$ cat src/rtl/dyser_out_fifo_if.sv
// Handshake bundle between the upstream ff_stage, dyser_out_fifo and the output-port consumer.
// Latency: none; this is wiring only.
// Backpressure: upstream is paced by credit_out, and the consumer pops with ready_in.
// Ports: valid_in/data_in/credit_out face the upstream stage; valid_out/data_out/ready_in face the consumer.
`ifndef PATH_WIDTH
`define PATH_WIDTH 32
`endif

interface dyser_out_fifo_if #(
  parameter int W = `PATH_WIDTH
);
  logic         valid_in;
  logic [W-1:0] data_in;
  logic         credit_out;
  logic         valid_out;
  logic [W-1:0] data_out;
  logic         ready_in;

  // The buffer itself
  modport slave (
    input  valid_in,
    input  data_in,
    input  ready_in,
    output credit_out,
    output valid_out,
    output data_out
  );

  // The environment: upstream stage and consumer together
  modport master (
    output valid_in,
    output data_in,
    output ready_in,
    input  credit_out,
    input  valid_out,
    input  data_out
  );
endinterface

$ cat src/rtl/dyser_out_fifo.sv
// Credit-based DEPTH-entry output buffer behind a DySER ff_stage, with show-ahead valid/ready output.
// Latency: a push is visible on valid_out/data_out the next cycle (no bypass); the credit returns one cycle after the push, or one cycle after the freeing pop.
// Backpressure: one credit is outstanding at most. A push without a credit, or into a full buffer with no pop, is dropped and raises sticky err_overflow.
// Ports: clk, rst (async active-low), bus (slave modport: valid_in, data_in, credit_out, valid_out, data_out, ready_in), count (occupancy), err_overflow.
`ifndef PATH_WIDTH
`define PATH_WIDTH 32
`endif

module dyser_out_fifo #(
  parameter int DEPTH = 4,
  parameter int AW    = 2
) (
  input  logic               clk,
  input  logic               rst,
  dyser_out_fifo_if.slave    bus,
  output logic [AW:0]        count,
  output logic               err_overflow
);

  logic [`PATH_WIDTH-1:0] mem [DEPTH];

  logic [AW-1:0] wr_ptr;
  logic [AW-1:0] rd_ptr;
  logic          holds;
  logic          credit_q;

  logic          pop;
  logic          full;
  logic          ovf;
  logic          push;
  logic          h;
  logic          issue;
  logic [AW:0]   count_nxt;
  logic [AW-1:0] wr_ptr_inc;
  logic [AW-1:0] rd_ptr_inc;

  always_comb begin
    pop       = (count != '0) & bus.ready_in;
    full      = (count == (AW+1)'(DEPTH));
    // A push is illegal if the upstream holds no credit. It is also illegal if it would
    // overrun a full buffer that is not popping this cycle.
    ovf       = bus.valid_in & (~holds | (full & ~pop));
    push      = bus.valid_in & ~ovf;
    count_nxt = count + (AW+1)'(push) - (AW+1)'(pop);
    // A legal push consumes the upstream's credit. A new credit goes out only
    // when none is held and a slot remains free beyond what is already stored.
    // This keeps count + holds <= DEPTH.
    h         = holds & ~push;
    issue     = ~h & (count_nxt < (AW+1)'(DEPTH));
    wr_ptr_inc = (wr_ptr == AW'(DEPTH - 1)) ? '0 : wr_ptr + AW'(1);
    rd_ptr_inc = (rd_ptr == AW'(DEPTH - 1)) ? '0 : rd_ptr + AW'(1);
  end

  always_ff @(posedge clk or negedge rst) begin
    if (!rst) begin
      wr_ptr       <= '0;
      rd_ptr       <= '0;
      count        <= '0;
      holds        <= 1'b1;   // upstream leaves reset already owning one credit
      credit_q     <= 1'b0;
      err_overflow <= 1'b0;
    end else begin
      count    <= count_nxt;
      holds    <= h | issue;
      credit_q <= issue;
      if (push) begin
        wr_ptr <= wr_ptr_inc;
      end
      if (pop) begin
        rd_ptr <= rd_ptr_inc;
      end
      if (ovf) begin
        err_overflow <= 1'b1;
      end
    end
  end

  // Storage has no reset, so its contents are don't-care until written.
  always_ff @(posedge clk) begin
    if (push) begin
      mem[wr_ptr] <= bus.data_in;
    end
  end

  assign bus.credit_out = credit_q;
  assign bus.valid_out  = (count != '0);
  assign bus.data_out   = mem[rd_ptr];

endmodule

$ cat src/flat_wrapper.sv
// flat-port wrapper written by rule: the top's interface ports become plain ports
module dyser_out_fifo_flat 
#(
  parameter int DEPTH = 4,
  parameter int AW    = 2
)
  (clk, rst, count, err_overflow, bus_valid_in, bus_data_in, bus_ready_in, bus_credit_out, bus_valid_out, bus_data_out);
  dyser_out_fifo_if #(.W((`PATH_WIDTH))) bus_i ();
  input  logic clk;
  input  logic rst;
  output logic [AW:0] count;
  output logic err_overflow;
  input wire logic [$bits(bus_i.valid_in)-1:0] bus_valid_in;
  input wire logic [$bits(bus_i.data_in)-1:0] bus_data_in;
  input wire logic [$bits(bus_i.ready_in)-1:0] bus_ready_in;
  output wire logic [$bits(bus_i.credit_out)-1:0] bus_credit_out;
  output wire logic [$bits(bus_i.valid_out)-1:0] bus_valid_out;
  output wire logic [$bits(bus_i.data_out)-1:0] bus_data_out;
  assign bus_i.valid_in = bus_valid_in;
  assign bus_i.data_in = bus_data_in;
  assign bus_i.ready_in = bus_ready_in;
  assign bus_credit_out = bus_i.credit_out;
  assign bus_valid_out = bus_i.valid_out;
  assign bus_data_out = bus_i.data_out;
  dyser_out_fifo #(.DEPTH(DEPTH), .AW(AW)) u_core (.clk(clk), .rst(rst), .bus(bus_i), .count(count), .err_overflow(err_overflow));
endmodule
$ cat config.mk
export PLATFORM = sky130hd
export DESIGN_NAME = dyser_out_fifo_flat
export DESIGN_NICKNAME = d
export VERILOG_FILES = /design/src/rtl/dyser_out_fifo_if.sv /design/src/rtl/dyser_out_fifo.sv /design/src/flat_wrapper.sv
export SDC_FILE = /design/constraint.sdc
export NUM_CORES = 1
export LEC_CHECK = 0
export ABC_AREA = 1
export CAP_MARGIN = 20
export CORE_ASPECT_RATIO = 1.1
export CORE_MARGIN = 3
export CORE_UTILIZATION = 55
export DETAILED_ROUTE_END_ITERATION = 7
export HOLD_SLACK_MARGIN = 0.06
export PLACE_DENSITY = 0.78
export REMOVE_ABC_BUFFERS = 1
export SETUP_SLACK_MARGIN = 0.15
export SLEW_MARGIN = 20
export SYNTH_ARGS = -nofsm -noshare
export SYNTH_HDL_FRONTEND = slang
export SYNTH_SLANG_ARGS = --single-unit
$ cat constraint.sdc
create_clock -name clk -period 5.56 [get_ports clk]
set_input_delay 1.112 -clock clk [delete_from_list [all_inputs] [get_ports clk]]
set_output_delay 1.112 -clock clk [all_outputs]
set_load 0.01 [all_outputs]
==> run summary, run 1 <==
Status = finished clean
Commonest non-fill, non-tap cell in the layout = edfxtp_1
Endpoint class of the critical path = primary output
Post-CTS Setup Bufs = 0
Final Cell Area = 6748 µm²
Cell count after synthesis = 380
Min Tclk post-route = 3.829 ns
Worst path buffer plus inverter count = 2
DR iter-0 viols = 233
Setup WS pre-CTS = 2.199 ns
TritonCTS clock tree = yes
Residual DRC = 0
Hold-fix buffers, CTS = 0
Worst-Margin Slew = 1.055 ns
Startpoint types = flip-flop
Initial antenna violation count = 1
Most frequent cells in the layout = 128 x edfxtp_1, 73 x clkdlybuf4s50_1, 68 x nor2_1
Average cell area after synthesis = 14.03 µm²
Global-route wire length before repair = 15860 µm
Yosys warns = 0
Reg clk slew, reported paths = 0.06 ns
Switching Share = 31.45%
P per Cell Area = 579.9 nW/µm²
Total Routing Usage GR = 19.65%
Clock sink total = 138
Hold_ws = 0.4683 ns
Post-DP HPWL = 5585 µm
Initial core utilization = 56.72%
Root buf cell = clkbuf_8
Max cap viols = 0
Grt ovf = 0
Layout area overhead = 26.60%
P_leak = 0.002362 µW
Psw = 1231 µW
Gpl congestion = 0.7339
Ant diodes = 0
Post-place instance area = 6112 µm²
Final Worst Setup Slack = 1.731 ns
Ys flop type = edfxtp_1
Final Util = 71.80%
CORE AREA = 9398 µm²
Final setup fails = 0
Critical Path AT = 2.72 ns
CP Max Fanout = 64
Clk pwr share = 30.2%
Rows = 37
Largest net degree at the start of global routing = 68
Fraction of registers with async set/reset = 7.246%
DRT antenna net count = 0
TritonRoute pass-1 iters = 4
Rel. slew slack = 29.50%
Worst-Skew Late Latency = 0.51 ns
IO buf count = 73
CTS H-tree lvls = 4
Critical Path, Cell by Cell = inv_2, o21ai_0, o22ai_1, clkdlybuf4s50_1
Deepest clock path buffer count = 2
# nets final = 499
Cts bufs inserted = 17
WP data required = 4.45 ns
Die width = 99.86 µm
Final period util = 68.87%
Worst path slowest cell = inv_2
Post-DR vias/cell = 5.599
Seq/Total Area, Yosys = 76.83%
Final Max Slew Viols = 0
Unique masters post-synth = 21
Die height = 109.3 µm
Crit path kind = reg2out
Peak supply drop = 0.0003793 V
Vias in the first global route = 3335
Flop2flop setup slack = 3.34 ns
I/O Pins = 74
Flops & latches, synth = 138
Routed vias = 3270
Final Hold Fails = 0
Hold WC Path Type = reg2reg
Sequential Power Share = 36.3%
Worst Skew = 0.003592 ns
Critical path's top delay family = buffers and inverters
Total Neg Setup Slack = 0 ns
Internal Pwr Total = 2682 µW
Die area = 10910 µm²
Drt wl/cell = 17.73 µm
Post-synth EDFFs = 128
Final Routed Wirelength = 10360 µm
Slowest stage delay, CP = 0.73 ns
Combinational fraction of design power = 33.5%
Fmax = 261.2 MHz
Mapped cell area = 5330 µm²
RSZ-0062 raised after global routing = false
CTS resizes = 0
Share of cells above drive strength 1 = 8.994%
## kinds of logic (layout without fill, tap and decap cells)
family / after synthesis / after routing / share of synthesized area, %
flops: 138 / 138 / 76.83
compound gates: 98 / 98 / 9.953
simple gates: 98 / 98 / 7.207
buf+inv: 38 / 125 / 3.991
fa+ha+maj: 8 / 8 / 2.019
## power groups by stage
stage	combinational [µW]	clock [µW]	sequential, µW
floorplan	596	0	1490
global placement	1270	0	1430
detailed placement	1310	0	1440
CTS	1320	1200	1420
global route	1430	1240	1440
finish	1310	1180	1420
## worst reg2reg max path, stage by stage, from the launching register on
cell,delay [ns]
dfrtp_1,0.44
nor2_1,0.08
nand2_1,0.14
nand3_2,0.26
nor2_4,0.88
## through the flow
stage | power (µW) | instances
2_1_floorplan | 2085 | 361
3_3_place_gp | 2698 | 553
3_5_place_dp | 2747 | 553
4_1_cts | 3937 | 584
5_1_grt | 4109 | 584
6_report | 3913 | 584
## metal layers
metal / up-vias / track usage, % / part of all wire, %
met4: 2 / 9.756 / 0.96
met3: 11 / 6.590 / 6.3
met2: 111 / 32.79 / 52
li1: 1545 / - / -
met5: - / 0 / 0.13
met1: 1601 / 22.78 / 40
## worst paths after layout
check                                                        to                             from  cells past startpoint
worst max-delay path                           bus_data_out[10]     u_core.rd_ptr[0]$_DFFE_PN0P_                      4
worst max register to register      u_core.mem[3][25]$_DFFE_PP_        u_core.count[1]$_DFF_PN0_                      4
min in group asynchronous          u_core.wr_ptr[1]$_DFFE_PN0P_                              rst                      1
worst min register to register  u_core.err_overflow$_DFFE_PN0P_  u_core.err_overflow$_DFFE_PN0P_                      2
worst min-delay path            u_core.err_overflow$_DFFE_PN0P_  u_core.err_overflow$_DFFE_PN0P_                      2
max in group asynchronous          u_core.rd_ptr[0]$_DFFE_PN0P_                              rst                      1
## cell type report
| cell class | instances | area (µm²) |
|---|---|---|
| Clock inverter | 14 | 221.5 |
| Tap cell | 117 | 146.4 |
| Timing Repair Buffer | 75 | 745.7 |
| Sequential cell | 138 | 4096 |
| Clock buffer | 17 | 414.1 |
| Inverter | 19 | 71.32 |
| Fill cell | 599 | 2650 |
| Multi-Input combinational cell | 204 | 1052 |
## registers in the layout (all words and copies together), names as in the netlist
signal,count
u_core.count,3
u_core.mem,128
u_core.rd_ptr,2
u_core.wr_ptr,2
u_core.bus.credit_out,1
u_core.holds,1
u_core.err_overflow,1
## Yosys cell counts, types with 2 or more instances
cell | count | area (µm²)
buf_2 | 6 | 30.03
buf_4 | 6 | 45.04
buf_6 | 5 | 56.30
clkbuf_2 | 2 | 10.01
dfrtp_1 | 9 | 225.2
edfxtp_1 | 128 | 3844
ha_1 | 7 | 87.58
inv_1 | 16 | 60.06
inv_2 | 3 | 11.26
nand2_1 | 20 | 75.07
nand3_1 | 2 | 10.01
nand4_1 | 2 | 12.51
nor2_1 | 72 | 270.3
o21ai_0 | 49 | 245.2
o21ai_1 | 16 | 80.08
o22ai_1 | 32 | 200.2
Note: power is estimated with default switching activity, not from simulation.
==> run 2: changes to the inputs <==
--- a/config.mk
+++ b/config.mk
@@ -9,10 +9,10 @@
 export CAP_MARGIN = 20
 export CORE_ASPECT_RATIO = 1.1
 export CORE_MARGIN = 3
-export CORE_UTILIZATION = 55
+export CORE_UTILIZATION = 49
 export DETAILED_ROUTE_END_ITERATION = 7
 export HOLD_SLACK_MARGIN = 0.06
-export PLACE_DENSITY = 0.78
+export PLACE_DENSITY = 0.74
 export REMOVE_ABC_BUFFERS = 1
 export SETUP_SLACK_MARGIN = 0.15
 export SLEW_MARGIN = 20
==> constraint.sdc (replaced) <==
create_clock -name clk -period 3.2 [get_ports clk]
set_input_delay 0.64 -clock clk [delete_from_list [all_inputs] [get_ports clk]]
set_output_delay 0.64 -clock clk [all_outputs]
set_load 0.01 [all_outputs]
==> run summary, run 2 (same netlist as run 1, synthesis figures left out) <==
Status = finished clean
Min Tclk post-route = 2.874 ns
Peak supply drop = 0.0006714 V
Initial core utilization = 50.81%
Reg clk slew, reported paths = 0.06 ns
CORE AREA = 10490 µm²
# nets final = 507
Hold-fix buffers, CTS = 0
Critical Path AT = 2.23 ns
Final Routed Wirelength = 10270 µm
Register area = 4096 µm²
Sequential Power Share = 35.0%
Fmax = 347.9 MHz
Flop2flop setup slack = 1.02 ns
Initial antenna violation count = 0
Final Max Slew Viols = 0
Cts bufs inserted = 17
Gpl congestion = 0.7854
Routed vias = 3210
Area of the multi-input gates = 1052 µm²
I/O Pins = 74
Post-DP HPWL = 5951 µm
Grt ovf = 0
TritonCTS clock tree = yes
P_leak = 0.002437 µW
Overall power = 7015 µW
Post-DR vias/cell = 5.186
Hold WC Path Type = reg2reg
DR iter-0 viols = 169
Clk pwr share = 31.1%
Most frequent cells in the layout = 128 x edfxtp_1, 73 x clkdlybuf4s50_1, 68 x nor2_1
Largest net degree at the start of global routing = 68
Rows = 39
Worst R2R Path Depth = 13
Critical Path Sink = bus_data_out[31]
Final Cell Area = 6934 µm²
Worst Skew = 0.009039 ns
DRT antenna net count = 0
P per Cell Area = 1012 nW/µm²
Rel. slew slack = 67.46%
Residual DRC = 0
Die height = 115.4 µm
Largest regs = u_core.mem (128), u_core.count (3)
Final Worst Setup Slack = 0.3258 ns
Worst-Skew Late Latency = 0.41 ns
Total Neg Setup Slack = 0 ns
Final setup fails = 0
Worst-Margin Slew = 0.4865 ns
Setup WS pre-CTS = 0.5314 ns
Root buf cell = clkbuf_16
Commonest non-fill, non-tap cell in the layout = edfxtp_1
R2r endpoint = u_core.bus.credit_out$_DFF_PN0_
Drt wl/cell = 16.59 µm
Max cap viols = 0
Final period util = 89.82%
Endpoint class of the critical path = primary output
Psw = 2158 µW
RSZ-0062 raised after global routing = false
Layout fillers = 729
CP Max Fanout = 67
Total Routing Usage GR = 18.08%
Setup crit start = u_core.rd_ptr[0]$_DFFE_PN0P_
Die width = 105.4 µm
Post-place instance area = 6255 µm²
Crit path kind = reg2out
Final Hold Fails = 0
Vias in the first global route = 3400
Ant diodes = 0
CTS H-tree lvls = 4
Reg-to-reg startpoint = u_core.count[1]$_DFF_PN0_
Clock sink total = 138
Die area = 12170 µm²
Max FFs per register = 128
Startpoint types = flip-flop
Switching Share = 30.76%
Share of cells above drive strength 1 = 10.71%
Most flops, register = u_core.mem
Deepest clock path buffer count = 2
Internal Pwr Total = 4857 µW
IO buf count = 73
TritonRoute pass-1 iters = 4
Combinational fraction of design power = 33.9%
Global-route wire length before repair = 16550 µm
Layout area overhead = 30.09%
WP data required = 2.56 ns
Layout Cells excl Fill = 619
Cells after DPL = 587
run 2: cell count changes in the layout (fill, tap and decap cells not counted), sizes merged:
| cell | previous run | this run |
|---|---|---|
| buf | 2 | 10 |
| clkinv | 5 | 6 |
| bufinv | 5 | 6 |
| inv | 21 | 19 |
| clkbuf | 17 | 18 |
run 2: area by class of cell:
| type | instances | area share (%) |
|---|---|---|
| clock inverters | 14 | 3.519 |
| repair buffers | 83 | 12.40 |
| multi-input cells | 204 | 15.18 |
| clock buffers | 18 | 6.189 |
| flip-flops and latches | 138 | 59.08 |
| well taps | 143 | 2.580 |
| inverters | 19 | 1.065 |
run 2: power groups by stage:
stage	clock (µW)	sequential, µW	combinational [µW]
global placement	0	2480	2320
detailed placement	0	2490	2360
global route	2300	2480	2630
floorplan	0	2590	1040
finish	2180	2460	2380
CTS	2200	2460	2410
run 2: worst min path at each step:
stage / from / end / slack, ns / cells past startpoint
6_report: u_core.err_overflow$_DFFE_PN0P_ / u_core.err_overflow$_DFFE_PN0P_ / 0.48 / 2
5_1_grt: u_core.holds$_DFF_PN1_ / u_core.holds$_DFF_PN1_ / 0.53 / 2
4_1_cts: u_core.err_overflow$_DFFE_PN0P_ / u_core.err_overflow$_DFFE_PN0P_ / 0.48 / 2
3_5_place_dp: u_core.err_overflow$_DFFE_PN0P_ / u_core.err_overflow$_DFFE_PN0P_ / 0.47 / 2
3_3_place_gp: u_core.err_overflow$_DFFE_PN0P_ / u_core.err_overflow$_DFFE_PN0P_ / 0.45 / 2
2_1_floorplan: rst / u_core.bus.credit_out$_DFF_PN0_ / 0.34 / 0
run 2: routing by layer:
metal,wire length [µm],GRT usage [%],up-vias
met5,0,0,-
met4,178,7.174,0
met3,570,6.569,21
met2,5143,30.06,88
met1,4376,21.65,1540
li1,-,-,1561
run 2: per-stage QoR:
step	hold slack (ns)	utilization [%]
floorplan	0.3444	-
finish	0.4818	66.09
detailed placement	0.4724	59.62
global route	0.5345	66.09
global placement	0.4504	59.62
CTS	0.4845	66.07
run 2: timing repair:
item,in CTS,in global routing
setup buffers,0,0
gates resized for setup,1,2
setup endpoints to repair,1,9
run 2: critical path, stage by stage (launching register included):
cell and delay [ns]:
dfrtp_2 0.37, buf_6 0.38, o21ai_0 0.18, o22ai_1 0.29, clkdlybuf4s50_1 0.60
==> run 3: changes to the inputs <==
==> constraint.sdc (replaced) <==
create_clock -name clk -period 3.2 [get_ports clk]
set_input_delay 0.64 -clock clk [delete_from_list [all_inputs] [get_ports clk]]
set_output_delay 0.64 -clock clk [all_outputs]
set_load 0.05 [all_outputs]
==> run summary, run 3 (same netlist as run 1, synthesis figures left out) <==
Die width = 105.4 µm
Setup crit start = u_core.rd_ptr[0]$_DFFE_PN0P_
Clk pwr share = 22.9%
Final Hold Fails = 0
Max cap viols = 0
TritonCTS clock tree = yes
Die area = 12170 µm²
Final setup fails = 0
Global-route wire length before repair = 16590 µm
CTS resizes = 0
Worst-Margin Slew = 0.6613 ns
Switching Share = 42.02%
Hold WC Path Type = reg2reg
Final period util = 86.18%
P per Cell Area = 1111 nW/µm²
Endpoint class of the critical path = primary output
DRT antenna net count = 0
Post-DR vias/cell = 5.222
Layout Cells excl Fill = 616
CTS H-tree lvls = 4
Critical Path AT = 2.12 ns
TritonRoute pass-1 iters = 4
Largest net degree at the start of global routing = 68
Ant diodes = 0
Final Routed Wirelength = 10350 µm
Commonest non-fill, non-tap cell in the layout = edfxtp_1
Psw = 3104 µW
Layout area overhead = 24.79%
Worst Skew = 0.007206 ns
Die height = 115.4 µm
Crit path kind = reg2out
Total Neg Setup Slack = 0 ns
Residual DRC = 0
Reg-to-reg startpoint = u_core.count[1]$_DFF_PN0_
Hold Path Origin = u_core.err_overflow$_DFFE_PN0P_
Min Tclk post-route = 2.758 ns
Most frequent cells in the layout = 128 x edfxtp_1, 68 x nor2_1, 49 x o21ai_0
Internal Pwr Total = 4284 µW
Max FFs per register = 128
Hold-fix buffers, CTS = 0
Share of cells above drive strength 1 = 16.07%
Vias in the first global route = 3323
Deepest clock path buffer count = 2
RSZ-0062 raised after global routing = false
Combinational fraction of design power = 43.8%
Peak supply drop = 0.0007239 V
Startpoint types = flip-flop
CORE AREA = 10490 µm²
I/O Pins = 74
DR iter-0 viols = 194
Routed vias = 3217
Cells after DPL = 585
Reg clk slew, reported paths = 0.05 ns
WP data required = 2.56 ns
Status = finished clean
Worst-Skew Late Latency = 0.41 ns
Post-CTS Setup Bufs = 0
Post-DP HPWL = 5997 µm
CP Max Fanout = 67
Final Max Slew Viols = 0
Clock sink total = 138
Rows = 39
Cts bufs inserted = 17
Rel. slew slack = 55.91%
Grt ovf = 0
Fmax = 362.6 MHz
Root buf cell = clkbuf_16
Sequential Power Share = 33.3%
P_leak = 0.002384 µW
# nets final = 505
Most flops, register = u_core.mem
Gpl congestion = 0.7350
Drt wl/cell = 16.80 µm
IO buf count = 73
Initial core utilization = 50.81%
Total Routing Usage GR = 18.08%
Initial antenna violation count = 0
Largest regs = u_core.mem (128), u_core.count (3)
==> run 3: cell types whose count changed in the layout (fill, tap and decap cells not counted), sizes merged <==
cell,delta
clkinvlp,-1
clkdlybuf4s50,-32
clkbuf,+1
clkinv,+4
bufinv,-5
buf,+30
==> run 3: path summary, 6_finish.rpt <==
kind / end / slack (ns) / cells past startpoint
max: bus_data_out[31] / 0.44 / 4
min: u_core.err_overflow$_DFFE_PN0P_ / 0.48 / 2
max reg2reg: u_core.bus.credit_out$_DFF_PN0_ / 1.12 / 13
min reg2reg: u_core.err_overflow$_DFFE_PN0P_ / 0.48 / 2
max in group asynchronous: u_core.rd_ptr[0]$_DFFE_PN0P_ / 2.31 / 1
min in group asynchronous: u_core.count[0]$_DFF_PN0_ / 0.55 / 1
==> run 3: critical path: stages (launching register included) <==
cell	delay, ns
dfrtp_2	0.36
buf_4	0.54
o21ai_0	0.21
o22ai_1	0.32
buf_4	0.26
==> run 3: layer usage <==
metal  global-route usage (%)  up-vias  part of all wire [%]
met5                        0        -                     0
met3                    5.390        6                   5.7
met1                    22.27     1560                    42
met4                    7.524        0                  0.90
met2                    30.10      100                    51
li1                         -     1551                     -
==> run 3: power groups by stage <==
stage / Combinational, µW / Sequential [µW] / Clock (µW)
6_report: 3240 / 2460 / 1690
5_1_grt: 3480 / 2490 / 1810
2_1_floorplan: 1980 / 2660 / 0
3_5_place_dp: 3260 / 2490 / 0
4_1_cts: 3270 / 2460 / 1720
3_3_place_gp: 3210 / 2480 / 0
==> run 3: layout make-up <==
cell class | count | area (µm²)
Timing Repair Buffer | 81 | 735.7
Clock inverter | 12 | 83.83
Clock buffer | 19 | 432.9
Inverter | 19 | 71.32
Sequential cell | 138 | 4096
Multi-Input combinational cell | 204 | 1052
Fill cell | 793 | 3840
Tap cell | 143 | 178.9
==> run 3: metrics by stage <==
stage               worst slack, ns  util (%)  hold slack, ns  cell area (µm²)  total power (µW)
finish                       0.4422     63.40          0.4761             6651              7388
global route                 0.3541     63.40          0.5298             6651              7775
CTS                          0.4363     63.40          0.4886             6651              7457
detailed placement           0.5302     58.47          0.4686             6135              5745
global placement             0.5773     58.47          0.4520             6135              5691
floorplan                   0.01516         -          0.3444             5189              4644
